### src/rtl/instr_fetch_unit.sv
// instr_fetch_unit: requester side of the instruction-memory read port.
// Holds the PC, reads the combinational instruction memory, latches the
// word into IR and offers it to decode over a valid/ack handshake. A taken
// jz from decode redirects the PC by a signed 8-bit word offset.
// Optional feature macro: PREFETCH_EN (one-entry prefetch buffer that
// gives a 1-cycle ack-to-next-valid turnaround on sequential code).

module instr_fetch_unit #(
  parameter int                    ADDR_WIDTH = 16,
  parameter int                    MEM_DEPTH  = 128,
  parameter logic [ADDR_WIDTH-1:0] PC_RESET   = '0
) (
  input  logic                  Clk,
  input  logic                  Rst_n,
  input  logic                  Start,
  input  logic [15:0]           Instruction,
  output logic [ADDR_WIDTH-1:0] Address,
  output logic                  I_rd,
  output logic [15:0]           IR,
  output logic                  Instr_valid,
  input  logic                  Instr_ack,
  input  logic                  Branch_taken,
  input  logic [7:0]            Branch_offset,
  output logic                  Halt
);

  typedef enum logic [1:0] {IDLE, FETCH, VALID, HALT} state_t;

  // MEM_DEPTH widened by one bit so PC+1 can be compared without wrapping.
  localparam logic [ADDR_WIDTH:0] DEPTH_W = (ADDR_WIDTH+1)'(MEM_DEPTH);
  localparam logic [ADDR_WIDTH-1:0] ONE   = {{(ADDR_WIDTH-1){1'b0}}, 1'b1};

  state_t                  state;
  state_t                  next_state;
  logic [ADDR_WIDTH-1:0]   pc;
  logic [ADDR_WIDTH-1:0]   pc_seq;
  logic [ADDR_WIDTH-1:0]   pc_branch;
  logic [ADDR_WIDTH-1:0]   offset_ext;
  logic                    pc_in_range;
  logic                    ack_valid;

  assign pc_in_range = ({1'b0, pc} < DEPTH_W);
  assign pc_seq      = pc + ONE;
  assign offset_ext  = {{(ADDR_WIDTH-8){Branch_offset[7]}}, Branch_offset};
  assign pc_branch   = pc + offset_ext;
  assign ack_valid   = (state == VALID) && Instr_ack;

`ifdef PREFETCH_EN
  logic [15:0]           pb;
  logic                  pb_valid;
  logic [ADDR_WIDTH:0]   pc_seq_wide;
  logic                  seq_in_range;
  logic                  pb_req;
  logic                  pb_use;

  assign pc_seq_wide  = {1'b0, pc} + {1'b0, ONE};
  assign seq_in_range = (pc_seq_wide < DEPTH_W);
  assign pb_req       = (state == VALID) && !pb_valid && seq_in_range;
  assign pb_use       = ack_valid && !Branch_taken && pb_valid;
`endif

  // State register.
  always_ff @(posedge Clk or negedge Rst_n) begin
    if (!Rst_n) state <= IDLE;
    else        state <= next_state;
  end

  // Next-state selection.
  always_comb begin
    next_state = state;
    case (state)
      IDLE:  if (Start) next_state = FETCH;
      FETCH: next_state = pc_in_range ? VALID : HALT;
      VALID: begin
        if (ack_valid) begin
`ifdef PREFETCH_EN
          next_state = pb_use ? VALID : FETCH;
`else
          next_state = FETCH;
`endif
        end
      end
      HALT:  if (Start) next_state = FETCH;
      default: next_state = IDLE;
    endcase
  end

  // Memory-side outputs; Address is parked at zero whenever no read is issued.
  always_comb begin
    I_rd    = 1'b0;
    Address = '0;
    Halt    = (state == HALT);
    case (state)
      FETCH: begin
        if (pc_in_range) begin
          I_rd    = 1'b1;
          Address = pc;
        end
      end
`ifdef PREFETCH_EN
      VALID: begin
        if (pb_req) begin
          I_rd    = 1'b1;
          Address = pc_seq;
        end
      end
`endif
      default: begin
        I_rd    = 1'b0;
        Address = '0;
      end
    endcase
  end

  // PC, IR and handshake bookkeeping.
  always_ff @(posedge Clk or negedge Rst_n) begin
    if (!Rst_n) begin
      pc          <= PC_RESET;
      IR          <= 16'h0000;
      Instr_valid <= 1'b0;
`ifdef PREFETCH_EN
      pb          <= 16'h0000;
      pb_valid    <= 1'b0;
`endif
    end else begin
      case (state)
        IDLE, HALT: begin
          if (Start) begin
            pc <= PC_RESET;
`ifdef PREFETCH_EN
            pb_valid <= 1'b0;
`endif
          end
        end
        FETCH: begin
          if (pc_in_range) begin
            IR          <= Instruction;
            Instr_valid <= 1'b1;
          end
        end
        VALID: begin
`ifdef PREFETCH_EN
          if (pb_req && !Instr_ack) begin
            pb       <= Instruction;
            pb_valid <= 1'b1;
          end
`endif
          if (Instr_ack) begin
            if (Branch_taken) begin
              pc          <= pc_branch;
              Instr_valid <= 1'b0;
`ifdef PREFETCH_EN
              pb_valid    <= 1'b0;
`endif
            end else begin
              pc <= pc_seq;
`ifdef PREFETCH_EN
              if (pb_valid) begin
                IR       <= pb;
                pb_valid <= 1'b0;
              end else begin
                Instr_valid <= 1'b0;
              end
`else
              Instr_valid <= 1'b0;
`endif
            end
          end
        end
        default: begin
          Instr_valid <= 1'b0;
        end
      endcase
    end
  end

endmodule

### config.mk
export PLATFORM = sky130hd
export DESIGN_NAME = instr_fetch_unit
export DESIGN_NICKNAME = d
export VERILOG_FILES = /design/src/rtl/instr_fetch_unit.sv
export SDC_FILE = /design/constraint.sdc
export NUM_CORES = 1
export LEC_CHECK = 0
export ABC_AREA = 0
export ABC_CLOCK_PERIOD_IN_PS = 2100
export CORE_MARGIN = 5
export CORE_UTILIZATION = 40
export DETAILED_ROUTE_END_ITERATION = 7
export PLACE_DENSITY_LB_ADDON = 0.05
export SYNTH_ARGS = -nofsm -noshare
export SYNTH_HDL_FRONTEND = slang
export SYNTH_SLANG_ARGS = --single-unit
### constraint.sdc
create_clock -name Clk -period 2.1 [get_ports Clk]
set_input_delay 0.21 -clock Clk [delete_from_list [all_inputs] [get_ports Clk]]
set_output_delay 0.21 -clock Clk [all_outputs]
set_load 0.05 [all_outputs]
==> results.md, run 1 <==
* P_leak at 1.61 nW
* RSZ-0062 raised after global routing: true
* Global-route wire length before repair at 9.76 mm
* MaxCap Viol Count at 0
* Final setup fails at 7
* Worst reg2reg path depth at 7
* Commonest non-fill, non-tap cell in the layout: nand2_1
* Critical R2R Launch: pc[1]
* Worst VDD drop at around 760 uV
* Clock Skew at around 0.0041 ns
* Overall routed net length at 5.86 mm
* Clk root buf: clkbuf_8
* # clock sinks at 35
* CP Launch Type: input pin
* Fmax at 451 MHz
* Critical path class: in -> reg
* Final worst path period share at 106%
* Asr flop ratio synth at 100%
* Vias in the first global route at between 2,000 and 2,500
* Total of warnings raised by yosys at 0
* RD Place Congestion at approximately 0.85
* PwrDens at approximately 1400 nW/um2
* Share of cells above drive strength 1 at 25.1%
* Clk_lat worst skew at 0.28 ns
* Reg clk slew, reported paths at 0.08 ns
* Die area at 7300 um2
* Io pins at 64
* Setup WS post-layout at -0.118 ns
* Hold buffer count at cts at 0
* R2r setup slk at -0.10 ns
* Setup crit end kind: flip-flop
* Commonest cells after routing, fill and taps aside: nand2_1 (65), clkdlybuf4s50_1 (43), dfrtp_1 (34)
* Sequential area share after synthesis at 38.5%
* Post-route DRC at 0
* Initial DRC Count at about 130
* Num CTS Buffers at 5
* Post-route antenna net violation count at 0
* Synth Instances at approximately 260
* TritonCTS clock tree: yes
* Post-Place Cells at 413
* Vias per inst at 4.88
* Dpl hpwl at 4.38 mm
* CTS max path bufs at 2
* GRT overflow at 0
* Number of synthesized flops with an enable pin at 0
* Hold Vio Cnt, Final at 0
* Pre-antenna DRT Iters at 4
* Syn_area_per_cell at 8.62 um2
* Failing checks: negative setup slack
* Antenna Cells at 0
* Prevailing post-synth register cell: dfrtp_1
* Distinct cell type count after synthesis at 54
* GRT Total Usage at 16.7%
* Row count at 27
* Status: complete, but fails checks
* CP Data Arrival Time at 2.39 ns
* Final Util at 61.5%
* Post-Syn Area at 2280 um2
* Worst-Margin Slew at roughly 0.51 ns
* Largest net degree at the start of global routing at 36
* Fill cell count at 518
* Core Area at 5510 um2
* H-tree levels at 2
* Initial Utilization at ~41%
* Critical Path RT at 2.28 ns
* Area added between synthesis and finish at 48.7%
* Die Span X at 85.4 um
* Die Y at 85.4 um
* Final Non-Filler Cells at 422
* Rel. slew slack at 65.7%
* Via count at 2,058
* Hold crit path type: in -> async
* Reg2reg end: pc[11]
* Crit Path Max Fanout at 4
* Drt wl/cell at 13.9 um
* Final hold slack at 0.333 ns
* # nets final at slightly below 400
* Number of port buffers at 54
* Tmin final at roughly 2.2 ns
* Register bit total from synthesis at 35
* Initial antenna violation count at 0
* Max-slew violation count at 0
repair_timing:
item                                    in CTS  in global routing
endpoints found under the setup margin      16                 16
hold endpoints to repair                     0                  0
pin swaps                                    8                  2
buffers inserted                             2                  2
resized for setup                           16                  7
metal layers:
layer	global-route usage (%)	vias to the layer above	share of wire, %
met4	4.03	0	1.1
li1	-	1052	-
met1	21.4	951	46
met5	0	-	0
met2	27.3	47	46
met3	5.34	8	6.2
cells by family after synthesis:
logic type / share of synthesized area [%]
compound gates: 15.0
fa+ha+maj: 6.38
other cells: 0.165
buf+inv: 7.64
flops: 38.5
xor+xnor: 1.54
simple gates: 26.7
mux: 4.18
how the worst max path moves through the flow:
stage,from,end,slack [ns]
floorplan,Branch_taken,pc[11],-0.15
global placement,Branch_taken,pc[11],-0.65
detailed placement,Branch_taken,pc[14],-0.70
CTS,pc[1],pc[11],-0.16
global route,Branch_offset[0],pc[12],-0.20
finish,Branch_offset[0],pc[14],-0.12
sequential cells by signal, indices dropped and copies added (netlist names):
| register | cells |
|---|---|
| pc | 16 |
| Instr_valid | 1 |
| IR | 16 |
| state | 2 |
where the power goes:
part | internal (mW) | switching (mW) | total (mW) | leakage (nW)
sequential | 0.954 | 0.183 | 1.14 | 0.448
combinational | 1.24 | 1.90 | 3.14 | 1.12
clock | 0.232 | 0.257 | 0.489 | 0.0412
total | 2.42 | 2.34 | 4.77 | 1.61
final cells by class:
| type | instances | area [um2] | share of cell area (%) |
|---|---|---|---|
| multi-input cells | 205 | 1390 | 41.2 |
| repair buffers | 89 | 890 | 26.3 |
| flip-flops and latches | 35 | 877 | 25.9 |
| well taps | 72 | 90.1 | 2.66 |
| clock buffers | 6 | 72.6 | 2.14 |
| inverters | 13 | 48.8 | 1.44 |
| clock inverters | 2 | 12.5 | 0.370 |
cell usage after synthesis, drive strengths merged, types with 2 or more instances:
master | n | area share [%]
a2111o | 2 | 0.99
a21boi | 2 | 0.66
a21o | 2 | 0.66
a21oi | 9 | 2.1
a22o | 2 | 0.77
and2 | 12 | 3.4
and3 | 4 | 1.2
buf | 14 | 4.7
clkbuf | 5 | 0.82
dfrtp | 35 | 38
ha | 10 | 5.5
inv | 13 | 2.1
mux2 | 3 | 2.0
mux2i | 5 | 2.2
nand2 | 67 | 11
nand2b | 7 | 2.3
nand3 | 7 | 1.5
nand4 | 3 | 0.82
nor2 | 10 | 1.6
nor2b | 2 | 0.55
nor3 | 5 | 1.5
nor4 | 2 | 0.55
o21ai | 16 | 3.5
o22ai | 2 | 0.55
or3 | 3 | 1.0
xnor2 | 2 | 0.77
xor2 | 2 | 0.77
through the flow:
step | power, mW | setup slack (ns) | cell area, um2 | TNS, ns
global route | 5.13 | -0.197 | 3380 | -1.27
floorplan | 3.08 | -0.154 | 2410 | -0.253
detailed placement | 4.23 | -0.696 | 3230 | -6.46
CTS | 4.80 | -0.162 | 3360 | -0.764
global placement | 4.20 | -0.647 | 3230 | -5.88
finish | 4.77 | -0.118 | 3380 | -0.623
critical path, cell delays in order:
cell and delay [ns]:
clkdlybuf4s50_1 0.44, nand2b_1 0.10, ha_2 0.18, inv_1 0.05, fa_2 0.33, nand2b_4 0.16
a21oi_4 0.18, o41ai_4 0.07, buf_4 0.17, mux2_4 0.31, a21oi_2 0.11, o21bai_1 0.06
(Power assumes the default switching activity.)
==> run 2, diff against run 1 <==
--- a/config.mk
+++ b/config.mk
@@ -6,7 +6,7 @@
 export NUM_CORES = 1
 export LEC_CHECK = 0
 export ABC_AREA = 0
-export ABC_CLOCK_PERIOD_IN_PS = 2100
+export ABC_CLOCK_PERIOD_IN_PS = 1900
 export CORE_MARGIN = 5
 export CORE_UTILIZATION = 40
 export DETAILED_ROUTE_END_ITERATION = 7
==> constraint.sdc (replaced) <==
create_clock -name Clk -period 1.9 [get_ports Clk]
set_input_delay 0.19 -clock Clk [delete_from_list [all_inputs] [get_ports Clk]]
set_output_delay 0.19 -clock Clk [all_outputs]
set_load 0.05 [all_outputs]
==> results.md, run 2 (same netlist as run 1, synthesis figures left out) <==
* Area added between synthesis and finish at 59.9%
* Comb power frac at 68.7% (+2.8 points)
* Post-route DRC at 0 (unchanged)
* Critical Path RT at 2.08 ns (-0.20 ns)
* MaxCap Viol Count at 0 (unchanged)
* Final TNS setup at -2.45 ns (-1.83 ns)
* Switching Share at 47.7% (-1.5 points)
* Global-route wire length before repair at 10.5 mm (+7.2%)
* Status: complete, but fails checks
* Seq pwr share at 21.9% (-2.0 points)
* CP Launch Type: flip-flop
* Core Area at 5510 um2 (unchanged)
* Fmax at 455 MHz
* Reg clk slew, reported paths at 0.08 ns (about the same)
* Final worst path period share at 116%
* Final hold slack at 0.387 ns (+0.0540 ns)
* Vias per inst at 4.88 (about the same)
* Commonest non-fill, non-tap cell in the layout: nand2_1
* Reg2reg end: pc[11]
* Crit Path Max Fanout at 4 (unchanged)
* Largest net degree at the start of global routing at 36 (unchanged)
* Fill cell count at 466 (-10%)
* H-tree levels at 2 (unchanged)
* GRT Total Usage at 17.8% (+1.1 points)
* # nets final at 408 (+4.9%)
* Antenna Cells at 0 (unchanged)
* Critical R2R Launch: pc[1]
* Clk root buf: clkbuf_8
* Worst-Margin Slew at 0.513 ns (+0.000980 ns)
* Initial DRC Count at 98 (-26%)
* Hold crit path type: in -> async
* Commonest cells after routing, fill and taps aside: nand2_1 (64), buf_4 (45), clkdlybuf4s50_1 (41)
* Die Y at 85.4 um (unchanged)
* Worst reg2reg path depth at 7 (unchanged)
* Drt wl/cell at 14.0 um (+0.56%)
* Via count at 2,151 (+4.5%)
* Critical path class: reg -> reg
* Setup crit end kind: flip-flop
* GRT overflow at 0 (unchanged)
* Max-slew violation count at 0 (unchanged)
* Placement Cell Area at 3390 um2 (+4.7%)
* TritonCTS clock tree: yes
* P_leak at 1.73 nW (+8.0%)
* Initial antenna violation count at 0 (unchanged)
* Dpl hpwl at 4.68 mm (+6.6%)
* Overall routed net length at 6.16 mm (+5.1%)
* Final instance area at 3640 um2 (+7.5%)
* Hold Vio Cnt, Final at 0 (unchanged)
* Worst VDD drop at 1050 uV (+38%)
* Top flop regs: IR: 16 flops, pc: 16 flops, state: 2 flops
* R2r setup slk at -0.30 ns (-0.20 ns)
* Pre-CTS setup slack at -0.911 ns (-0.215 ns)
* Die Span X at 85.4 um (unchanged)
* PwrDens at 1570 nW/um2 (+12%)
* RSZ-0062 raised after global routing: true
* Clk_lat worst skew at 0.29 ns (about the same)
* Post-route antenna net violation count at 0 (unchanged)
* Clk pwr share at 9.4% (-0.9 points)
* Psw at 2.72 mW (+16%)
* Initial Utilization at 41.3% (unchanged)
* # clock sinks at 35 (unchanged)
* P_int at 2.99 mW (+23%)
* CP Data Arrival Time at 2.38 ns (about the same)
* Rel. slew slack at 65.7% (about the same)
* Final setup fails at 17 (+10)
* Num CTS Buffers at 5 (unchanged)
* Tmin final at ~2.2 ns
* Io pins at 64 (unchanged)
* Power Total at 5.72 mW (+20%)
* CTS max path bufs at 2 (unchanged)
* Pre-antenna DRT Iters at 4 (unchanged)
* Number of port buffers at 54 (unchanged)
* Share of cells above drive strength 1 at 31.2% (+6.0 points)
* Setup WS post-layout at -0.299 ns (-0.182 ns)
* Die area at 7300 um2 (unchanged)
* Failing checks: negative setup slack
* Clock Skew at 0.00985 ns (+0.00577 ns)
* Row count at 27 (unchanged)
* Vias in the first global route at 2,282 (+11%)
* RD Place Congestion at 0.869 (+1.7%)
run 2: changes by cell type in the layout (fill, tap and decap cells not counted), sizes merged:
cell           previous run  this run
buf                      43        63
clkdlybuf4s15             1         0
clkdlybuf4s50            43        41
dlygate4sd2               2         3
dlygate4sd3               0         1
run 2: final cells by class:
cell class / instances / area, um2 / area share (%)
inverters: 13 / 48.8 / 1.34
flip-flops and latches: 35 / 877 / 24.1
multi-input cells: 205 / 1470 / 40.3
clock inverters: 2 / 12.5 / 0.344
repair buffers: 108 / 1070 / 29.4
well taps: 72 / 90.1 / 2.48
clock buffers: 6 / 72.6 / 1.99
run 2: worst max-delay path: stages (launching register included):
cell	delay (ns)
dfrtp_1	0.41
ha_4	0.24
a21o_1	0.16
a31o_1	0.20
a2111o_1	0.46
and2_4	0.20
mux2_4	0.30
a2bb2oi_2	0.13
run 2: power by group through the flow:
stage	Clock (mW)	Combinational [mW]	Sequential, mW
floorplan	0	1.60	1.85
global placement	0	3.70	1.24
detailed placement	0	3.73	1.26
CTS	0.561	3.90	1.26
global route	0.591	4.22	1.30
finish	0.538	3.93	1.25
run 2: routing by layer:
metal  global-route usage (%)  vias to the layer above  routed length (um)
li1                         -                     1087                   -
met1                     21.6                     1004                2750
met2                     30.2                       54                2960
met3                     5.34                        6                 362
met4                     5.76                        0                  83
met5                        0                        -                   0
run 2: repair_timing:
action | 4_1_cts | 5_1_grt
hold buffers | 1 | 0
gates resized for setup | 25 | 17
setup endpoints to repair | 19 | 32
setup buffers | 6 | 3
endpoints found under the hold margin | 35 | 0
pin swaps | 10 | 11
run 2: per-stage QoR:
step,util [%],instances
floorplan,-,272
global placement,61.5,426
detailed placement,61.5,426
CTS,65.2,440
global route,66.1,441
finish,66.1,441
run 2: worst max-delay path by stage:
stage            startpoint     end  slack (ns)  cells after the start
3_5_place_dp   Branch_taken  pc[13]       -0.91                      9
3_3_place_gp   Branch_taken  pc[13]       -0.85                      9
5_1_grt               pc[1]  pc[11]       -0.38                      7
2_1_floorplan  Branch_taken  pc[11]       -0.33                     10
6_report              pc[1]  pc[11]       -0.30                      7
4_1_cts               pc[1]  pc[11]       -0.36                      7
==> run 3, diff against run 2 <==
--- a/config.mk
+++ b/config.mk
@@ -6,11 +6,12 @@
 export NUM_CORES = 1
 export LEC_CHECK = 0
 export ABC_AREA = 0
-export ABC_CLOCK_PERIOD_IN_PS = 1900
 export CORE_MARGIN = 5
 export CORE_UTILIZATION = 40
 export DETAILED_ROUTE_END_ITERATION = 7
+export DONT_BUFFER_PORTS = 1
 export PLACE_DENSITY_LB_ADDON = 0.05
 export SYNTH_ARGS = -nofsm -noshare
 export SYNTH_HDL_FRONTEND = slang
 export SYNTH_SLANG_ARGS = --single-unit
+export TNS_END_PERCENT = 100
==> results.md, run 3 (same netlist as run 1, synthesis figures left out) <==
* Commonest cells after routing, fill and taps aside: nand2_1 (59), buf_4 (42), dfrtp_1 (35)
* Critical path class: reg -> reg
* Via count at 1,970 (-8.4%)
* Reg clk slew, reported paths at 0.08 ns (about the same)
* RSZ-0062 raised after global routing: true
* Status: complete, but fails checks
* Post-route DRC at 0 (unchanged)
* Area added between synthesis and finish at 37.2%
* Largest net degree at the start of global routing at 36 (unchanged)
* Share of cells above drive strength 1 at 35.3% (+4.2 points)
* Hold crit path type: in -> reg
* Worst path max stage delay at 0.51 ns (+0.05 ns)
* Rel. slew slack at 64.2% (-1.5 points)
* Final setup fails at 14 (-3)
* Failing checks: negative setup slack
* Final hold slack at 0.00933 ns (-0.378 ns)
* WP depth at 7 (unchanged)
* Clk_lat worst skew at 0.29 ns (about the same)
* Die area at 7300 um2 (unchanged)
* Hold Crit Endpoint: IR[9]
* Number of port buffers at 0 (-100%)
* Final worst path period share at 119% (+3.4 points)
* Max-slew violation count at 0 (unchanged)
* CP bufs+invs at 0 (unchanged)
* Crit-path leading delay family: compound AO/OA/AOI/OAI gates
* R2r setup slk at -0.36 ns (-0.06 ns)
* # nets final at 357 (-13%)
* Worst Hold Depth at 2
* TritonCTS clock tree: yes
* Critical R2R Launch: pc[3]
* PwrDens at 1780 nW/um2 (+14%)
* Fmax at 442 MHz (-2.9%)
* Setup crit end kind: flip-flop
* Clock Skew at 0.00582 ns (-0.00403 ns)
* Pre-antenna DRT Iters at 4 (unchanged)
* Initial Utilization at 41.3% (unchanged)
* CP Data Arrival Time at 2.45 ns (+0.07 ns)
* Commonest non-fill, non-tap cell in the layout: nand2_1
* Tmin final at 2.26 ns (+0.0649 ns)
* Top flop regs: IR: 16 flops, pc: 16 flops, state: 2 flops
* Hold_sp: Instruction[9]
* MaxCap Viol Count at 0 (unchanged)
* # clock sinks at 35 (unchanged)
* Row count at 27 (unchanged)
* Fill cell count at 503 (+7.9%)
* GRT overflow at 0 (unchanged)
* Die Span X at 85.4 um (unchanged)
* GRT Total Usage at 16.8% (-1.0 points)
* Dpl hpwl at 4.07 mm (-13%)
* Crit-path cells: ha_4, a21o_1, a31o_1, a2111o_1, and2_4, mux2_4, a2bb2oi_2
* Global-route wire length before repair at 9.82 mm (-6.2%)
* Die Y at 85.4 um (unchanged)
* P_leak at 1.54 nW (-11%)
* Clk root buf: clkbuf_8
* Core Area at 5510 um2 (unchanged)
* H-tree levels at 2 (unchanged)
* Antenna Cells at 0 (unchanged)
* Overall routed net length at 5.80 mm (-5.8%)
* Worst-Margin Slew at 0.537 ns (+0.0239 ns)
* Vias in the first global route at 2,025 (-11%)
* Reg2reg end: pc[11]
* RD Place Congestion at 0.853 (-1.9%)
* Io pins at 64 (unchanged)
* Initial antenna violation count at 0 (unchanged)
* Setup WS post-layout at -0.364 ns (-0.0649 ns)
* Worst VDD drop at 1220 uV (+16%)
* Post-route antenna net violation count at 0 (unchanged)
* Hold Vio Cnt, Final at 0 (unchanged)
* Vias per inst at 5.06 (+3.8%)
* CP Launch Type: flip-flop
* Power Total at 5.57 mW (-2.6%)
* Initial DRC Count at 118 (+20%)
* Drt wl/cell at 14.9 um (+6.8%)
* Critical Path RT at 2.08 ns (about the same)
* Slowest cell on crit path: a2111o_1
* CTS max path bufs at 2 (unchanged)
* Worst reg2reg path depth at 7 (unchanged)
* Crit Path Max Fanout at 4 (unchanged)
* Num CTS Buffers at 5 (unchanged)
run 3: cell types whose count changed in the layout (fill, tap and decap cells not counted), sizes merged:
cell / change
bufinv: +1
dlygate4sd2: -3
buf: -8
clkdlybuf4s50: -41
clkinv: -1
run 3: what timing repair did:
item	in CTS	in global routing
hold endpoints to repair	35	0
setup endpoints to repair	17	36
gates resized for setup	14	27
cloned	0	1
setup buffers	6	6
hold buffers	2	0
pin swaps	10	11
run 3: routing by layer:
layer | global-route usage [%] | routed length, um | part of all wire (%)
met1 | 22.3 | 2620 | 45
met2 | 27.0 | 2760 | 48
met3 | 4.66 | 388 | 6.7
met4 | 4.17 | 30 | 0.52
met5 | 0 | 0 | 0
run 3: worst max path at each step:
stage / from / end / slack, ns
6_report: pc[3] / pc[11] / -0.36
4_1_cts: pc[3] / pc[13] / -0.33
5_1_grt: pc[3] / pc[11] / -0.43
3_5_place_dp: pc[3] / pc[13] / -0.32
3_3_place_gp: pc[3] / pc[13] / -0.26
2_1_floorplan: Branch_taken / pc[11] / -0.33
run 3: layout make-up:
| class | instances | area, um2 | area share (%) |
|---|---|---|---|
| Tap cell | 72 | 90.1 | 2.88 |
| Sequential cell | 35 | 876 | 28.0 |
| Clock buffer | 5 | 68.8 | 2.20 |
| Timing Repair Buffer | 57 | 536 | 17.1 |
| Clock inverter | 2 | 37.5 | 1.20 |
| Inverter | 13 | 48.8 | 1.56 |
| Multi-Input combinational cell | 205 | 1470 | 47.0 |
run 3: where the power goes:
part           leakage (nW)  switching (mW)  internal (mW)
clock                0.0502           0.283          0.384
sequential            0.449           0.845           1.04
combinational          1.04            1.58           1.44
total                  1.54            2.71           2.86
run 3: metrics by stage:
step	worst slack (ns)	std cells	util (%)	instance area [um2]	setup TNS [ns]
after floorplan	-0.326	272	-	2440	-1.96
after global placement	-0.259	369	49.9	2750	-1.82
after detailed placement	-0.316	369	49.9	2750	-1.97
after CTS	-0.330	383	53.8	2960	-2.19
after global routing	-0.431	389	56.7	3120	-3.97
final	-0.364	389	56.7	3120	-2.50
